[src/rtl/fpalu_add_sched.sv]
// Round-robin scheduler sharing one fpalu_add among NREQ requesters.
// Operands are held on the adder for ADD_LAT cycles, then the sum is returned on a tagged response channel.
module fpalu_add_sched #(
    parameter int NREQ    = 4,
    parameter int IDW     = 2,
    parameter int ADD_LAT = 2,
    parameter int CNTW    = 16
) (
    input  logic                 clk,
    input  logic                 rst_n,
    input  logic [NREQ-1:0]      req_valid,
    output logic [NREQ-1:0]      req_ready,
    input  logic [32*NREQ-1:0]   req_a,
    input  logic [32*NREQ-1:0]   req_b,
    output logic [31:0]          add_a,
    output logic [31:0]          add_b,
    input  logic [31:0]          add_sum,
    output logic                 rsp_valid,
    input  logic                 rsp_ready,
    output logic [IDW-1:0]       rsp_id,
    output logic [31:0]          rsp_sum,
    output logic                 busy,
    output logic [CNTW-1:0]      ops_done
);
    localparam int WCW = (ADD_LAT > 1) ? $clog2(ADD_LAT) : 1;
    localparam logic [WCW-1:0] WAIT_INIT = WCW'(ADD_LAT - 1);

    typedef enum logic [1:0] {
        S_IDLE = 2'd0,
        S_WAIT = 2'd1,
        S_RESP = 2'd2
    } state_t;

    state_t          r_state;
    state_t          w_state_next;
    logic [IDW-1:0]  r_rr_ptr;
    logic [IDW-1:0]  r_rsp_id;
    logic [IDW-1:0]  w_gnt;
    logic [31:0]     r_op_a;
    logic [31:0]     r_op_b;
    logic [31:0]     r_rsp_sum;
    logic [WCW-1:0]  r_wait_cnt;
    logic            r_rsp_valid;
    logic [CNTW-1:0] r_ops_done;
    logic            w_found;
    logic            w_handshake;
    logic            w_capture;
    logic            w_accept;
    logic [NREQ-1:0] w_rot;
    logic [NREQ-1:0] w_ready;
    logic [31:0]     w_sel_a;
    logic [31:0]     w_sel_b;

    // Rotating the valids by rr_ptr turns the round-robin search into a plain priority scan.
    assign w_rot = NREQ'({req_valid, req_valid} >> r_rr_ptr);

    always_comb begin
        w_found = 1'b0;
        w_gnt   = '0;
        for (int k = 0; k < NREQ; k++) begin
            if (!w_found && w_rot[k]) begin
                w_found = 1'b1;
                w_gnt   = IDW'((int'(r_rr_ptr) + k) % NREQ);
            end
        end
    end

    always_comb begin
        w_ready = '0;
        w_sel_a = '0;
        w_sel_b = '0;
        for (int k = 0; k < NREQ; k++) begin
            if (int'(w_gnt) == k) begin
                w_ready[k] = w_found && (r_state == S_IDLE);
                w_sel_a    = req_a[32*k +: 32];
                w_sel_b    = req_b[32*k +: 32];
            end
        end
    end

    always_comb begin
        w_state_next = r_state;
        w_handshake  = 1'b0;
        w_capture    = 1'b0;
        w_accept     = 1'b0;
        case (r_state)
            S_IDLE: begin
                if (w_found) begin
                    w_handshake  = 1'b1;
                    w_state_next = S_WAIT;
                end
            end
            S_WAIT: begin
                if (r_wait_cnt == '0) begin
                    w_capture    = 1'b1;
                    w_state_next = S_RESP;
                end
            end
            S_RESP: begin
                if (rsp_ready) begin
                    w_accept     = 1'b1;
                    w_state_next = S_IDLE;
                end
            end
            default: w_state_next = S_IDLE;
        endcase
    end

    always_ff @(posedge clk or negedge rst_n) begin
        if (!rst_n) begin
            r_state <= S_IDLE;
        end else begin
            r_state <= w_state_next;
        end
    end

    always_ff @(posedge clk or negedge rst_n) begin
        if (!rst_n) begin
            r_rr_ptr    <= '0;
            r_op_a      <= '0;
            r_op_b      <= '0;
            r_wait_cnt  <= '0;
            r_rsp_valid <= 1'b0;
            r_rsp_id    <= '0;
            r_rsp_sum   <= '0;
            r_ops_done  <= '0;
        end else begin
            if (w_handshake) begin
                r_op_a     <= w_sel_a;
                r_op_b     <= w_sel_b;
                r_rsp_id   <= w_gnt;
                r_rr_ptr   <= IDW'((int'(w_gnt) + 1) % NREQ);
                r_wait_cnt <= WAIT_INIT;
            end else if (r_state == S_WAIT && r_wait_cnt != '0) begin
                r_wait_cnt <= r_wait_cnt - 1'b1;
            end
            if (w_capture) begin
                r_rsp_sum   <= add_sum;
                r_rsp_valid <= 1'b1;
            end
            if (w_accept) begin
                r_rsp_valid <= 1'b0;
                r_ops_done  <= r_ops_done + 1'b1;
            end
        end
    end

    assign req_ready = w_ready;
    assign add_a     = r_op_a;
    assign add_b     = r_op_b;
    assign rsp_valid = r_rsp_valid;
    assign rsp_id    = r_rsp_id;
    assign rsp_sum   = r_rsp_sum;
    assign busy      = (r_state != S_IDLE);
    assign ops_done  = r_ops_done;

endmodule

[config.mk]
export PLATFORM = sky130hd
export DESIGN_NAME = fpalu_add_sched
export DESIGN_NICKNAME = d
export VERILOG_FILES = /design/src/rtl/fpalu_add_sched.sv
export SDC_FILE = /design/constraint.sdc
export NUM_CORES = 1
export LEC_CHECK = 0
export BUFFER_PORTS_ARGS = -buffer_cell sky130_fd_sc_hd__buf_2
export CAP_MARGIN = 20
export CELL_PAD_IN_SITES_DETAIL_PLACEMENT = 0
export CELL_PAD_IN_SITES_GLOBAL_PLACEMENT = 1
export CORE_AREA = 2 2 161 163
export CTS_CLUSTER_DIAMETER = 150
export DETAILED_ROUTE_END_ITERATION = 8
export DIE_AREA = 0 0 163 165
export PLACE_DENSITY_LB_ADDON = 0.1
export SYNTH_ARGS = -nofsm -noshare
export SYNTH_HDL_FRONTEND = slang
export SYNTH_SLANG_ARGS = --single-unit
[constraint.sdc]
create_clock -name clk -period 6.03 [get_ports clk]
set_input_delay 0 -clock clk [delete_from_list [all_inputs] [get_ports clk]]
set_output_delay 0 -clock clk [all_outputs]
set_load 0.05 [all_outputs]
==> impl_metrics.yaml <==
power:
  power.total_w: 0.006071
  power_leakage_nw: 5.174
  max-vdd-ir-drop_v: 0.0003138
  power_density_nw_per_um2: 583.7
synthesis:
  ys_ff_latch: 120
  synthAdderAreaFrac_pct: 0.9628
  synth-main-ff-cell: "dfrtp_1"
  ys_types: 36
  async_reset_ff_share_pct: 100.0
  yosysSeqAreaShare_pct: 46.22
  synth-edff-count: 0
  syn_avg_cell_area_um2: 9.403
  synth_top_family_by_area: "compound AO/OA/AOI/OAI gates"
  synth_mux_area_share_pct: 5.893
  ys_warn_count: 0
  syn-cell-area_um2: 6497
  synth-xor-area-share_pct: 2.022
  synth_compound_area_share_pct: 28.21
  synth_nets: 991
  netlist_instances: 691
  yosys.area_share.simple_pct: 8.184
worst_setup_path:
  slowest_stage: "nor3_1"
  start_kind: "flip-flop"
  critPathKind: "flip-flop to flip-flop"
  cp_cell_sequence: "a21oi_1 -> nor3b_1 -> nor3_1 -> inv_1 -> ha_2 -> nor2b_4 -> buf_4 -> a221o_1 -> a22oi_1 -> dlygate4sd3_1 -> a21oi_1"
  max_stage_delay_ns: 0.61
  endpoint_kind: "flip-flop"
  path_max_fanout: 40
  cp_common_cell: "a21oi_1"
  startpoint: "r_rr_ptr[1]"
  worstRegToRegCells: 11
  worst_r2r_endpoint: "add_a[20]"
  reg2reg_slack_ns: 2.23
  arrival_ns: 4.14
  r2r_start: "r_rr_ptr[1]"
  critPathCapture: "add_a[20]"
  required_ns: 6.38
timing:
  finalSetupViolCount: 0
  tightest_slew_ns: 1.020
  period_needed_ns: 3.795
  rsz0062_at_grt: "false"
  maxSlewHeadroom_pct: 32.02
  tns_ns: 0
  final-max-slew-violation-count: 0
  fin_skew_ns: 0.01008
  timing.fmax_mhz: 263.5
  hold_violations: 0
  fin_ws_ns: 2.235
  period_share_pct: 62.94
detailed_routing:
  viasPerCell: 4.650
  vias: 7040
  drtIter0Drc: 261
  wl_per_cell_um: 17.45
  routed_wl_um: 26430
  postRouteAntennaNets: 0
  drc_errors: 0
  first_pass_iters: 6
global_routing:
  track_usage_pct: 19.19
  grt_max_degree: 105
  grt_pass1_vias: 7300
  antenna_found_initial: 1
  grt_pass1_wl_um: 39880
  overflow: 0
placement:
  dp.cells: 1381
  preCtsSetupSlack_ns: 2.675
  io_buffers: 414
  dp_hpwl_um: 18780
  gp_congestion: 0.7720
clocking:
  cts_inserted_buffers: 17
  cts_resized: 0
  holdBufCountCts: 99
  postCtsSetupBuffers: 0
  clock-sinks: 120
  htree_levels: 4
  cts_tree: "done"
  insertion_delay_ns: 0.42
  clk_pin_slew_ns: 0.07
  cts_max_path_buffers: 2
  clockRootBuffer: "clkbuf_16"
job:
  cap_viol_max_count: 0
floorplanning:
  initial_core_util_pct: 25.95
  die_width_um: 163
  io_pins: 415
  dieArea_um2: 26900
  die-height_um: 165
  core_area_um2: 25040
  row_count: 58
layout:
  drive_above_1_share_pct: 42.05
  fin_cells: 1514
  multi_input_area_um2: 2983
  nNetsFinal: 1469
  regArea_um2: 3003
  nFillCells: 2593
  area_delta_synth_final_pct: 60.08
worst_hold_path:
  hold_path.class: "input pin to flip-flop"
run_status:
  status: "finished, final reports clean"
[state kept, by name (all words and copies together), names as in the netlist]
register    flops
add_a          32
r_wait_cnt      1
r_state         2
r_rr_ptr        2
rsp_valid       1
ops_done       16
add_b          32
rsp_sum        32
rsp_id          2
[power breakdown]
part	internal, W	switching, W
Clock	0.000620	0.000418
Combinational	0.00111	0.00253
Sequential	0.00119	0.000208
Total	0.00292	0.00315
[layer usage]
layer  vias up  track usage [%]  part of all wire, %
li1       3465                -                    -
met1      3255            21.99                   40
met4         0            6.235                  1.8
met3        28            5.424                  7.8
met2       292            34.44                   51
met5         -                0                    0
[synthesized netlist by cell type, drive strengths merged (2+ instances only)]
library cell  number  area (um2)
nand2             12       45.04
nand4b             2       17.52
mux2              34       382.9
or2                3       18.77
a221o             63       630.6
nor2              74       285.3
a21oi            134       670.6
buf               23       136.4
clkbuf            38       142.6
nor3               3       20.02
a22oi             64       480.5
nor4               3       40.04
inv               73       274.0
nand3              4       20.02
ha                 5       62.56
and2               4       25.02
nand2b             2       12.51
nand4              4       25.02
o21ai              4       20.02
xnor2             11       96.34
dfrtp            120        3003
xor2               4       35.03
[final cells by class]
class,instances,area share (%)
Antenna cell,2,0.04812
Clock buffer,18,4.126
Clock inverter,14,1.576
Inverter,73,2.634
Multi-Input combinational cell,437,28.68
Sequential cell,120,28.87
Tap cell,330,3.970
Timing Repair Buffer,520,30.10
[through the flow]
step / utilization (%) / area (um2) / hold slack [ns]
2_1_floorplan: - / 6497 / -0.2956
3_3_place_gp: 35.20 / 8812 / 0.1406
3_5_place_dp: 35.20 / 8812 / 0.1327
4_1_cts: 41.52 / 10400 / 0.001296
5_1_grt: 41.53 / 10400 / 0.03242
6_report: 41.54 / 10400 / 0.01841
[worst max-delay path: cells and delay by family, from the launching register on]
kind	cells	cell delay, ns
flip-flops	1	0.41
buffers and inverters	3	1.30
AND/OR/NAND/NOR	3	1.19
AO/OA/AOI/OAI	4	0.57
adder cells (fa/ha/maj)	1	0.23
[cells by family (layout without fill, tap and decap cells)]
kind of cell,after synthesis,count (layout)
xor gates and xnor gates,15,15
other,0,2
buffers and inverters,134,625
and+or+nand+nor,114,114
AOI/OAI and AO/OA,269,269
adders and majority gates,5,5
DFF,120,120
muxes,34,34
[worst min-delay path by stage]
stage,start,to,cells past startpoint
finish,req_a[2],add_a[2],4
global route,req_b[13],add_b[13],4
CTS,req_a[2],add_a[2],4
detailed placement,rst_n,ops_done[13],1
global placement,rst_n,ops_done[13],1
floorplan,rst_n,add_a[0],0
[layout by cell type (no fill, tap or decap), types with 2 or more instances in the layout]
master	n
a21oi_1	134
a221o_1	63
a22oi_1	64
and2_1	4
buf_2	413
buf_4	7
bufinv_16	2
clkbuf_16	17
clkinv_4	3
clkinvlp_4	2
dfrtp_1	120
diode_2	2
dlygate4sd3_1	99
ha_1	2
ha_4	2
inv_1	73
inv_6	4
inv_8	2
mux2_2	34
nand2_1	12
nand2b_1	2
nand3_1	4
nand4_1	4
nand4b_1	2
nor2_1	73
nor3_1	2
o21ai_0	4
or2_2	2
xnor2_1	11
xor2_1	4
Note: power is estimated with default switching activity, not from simulation.
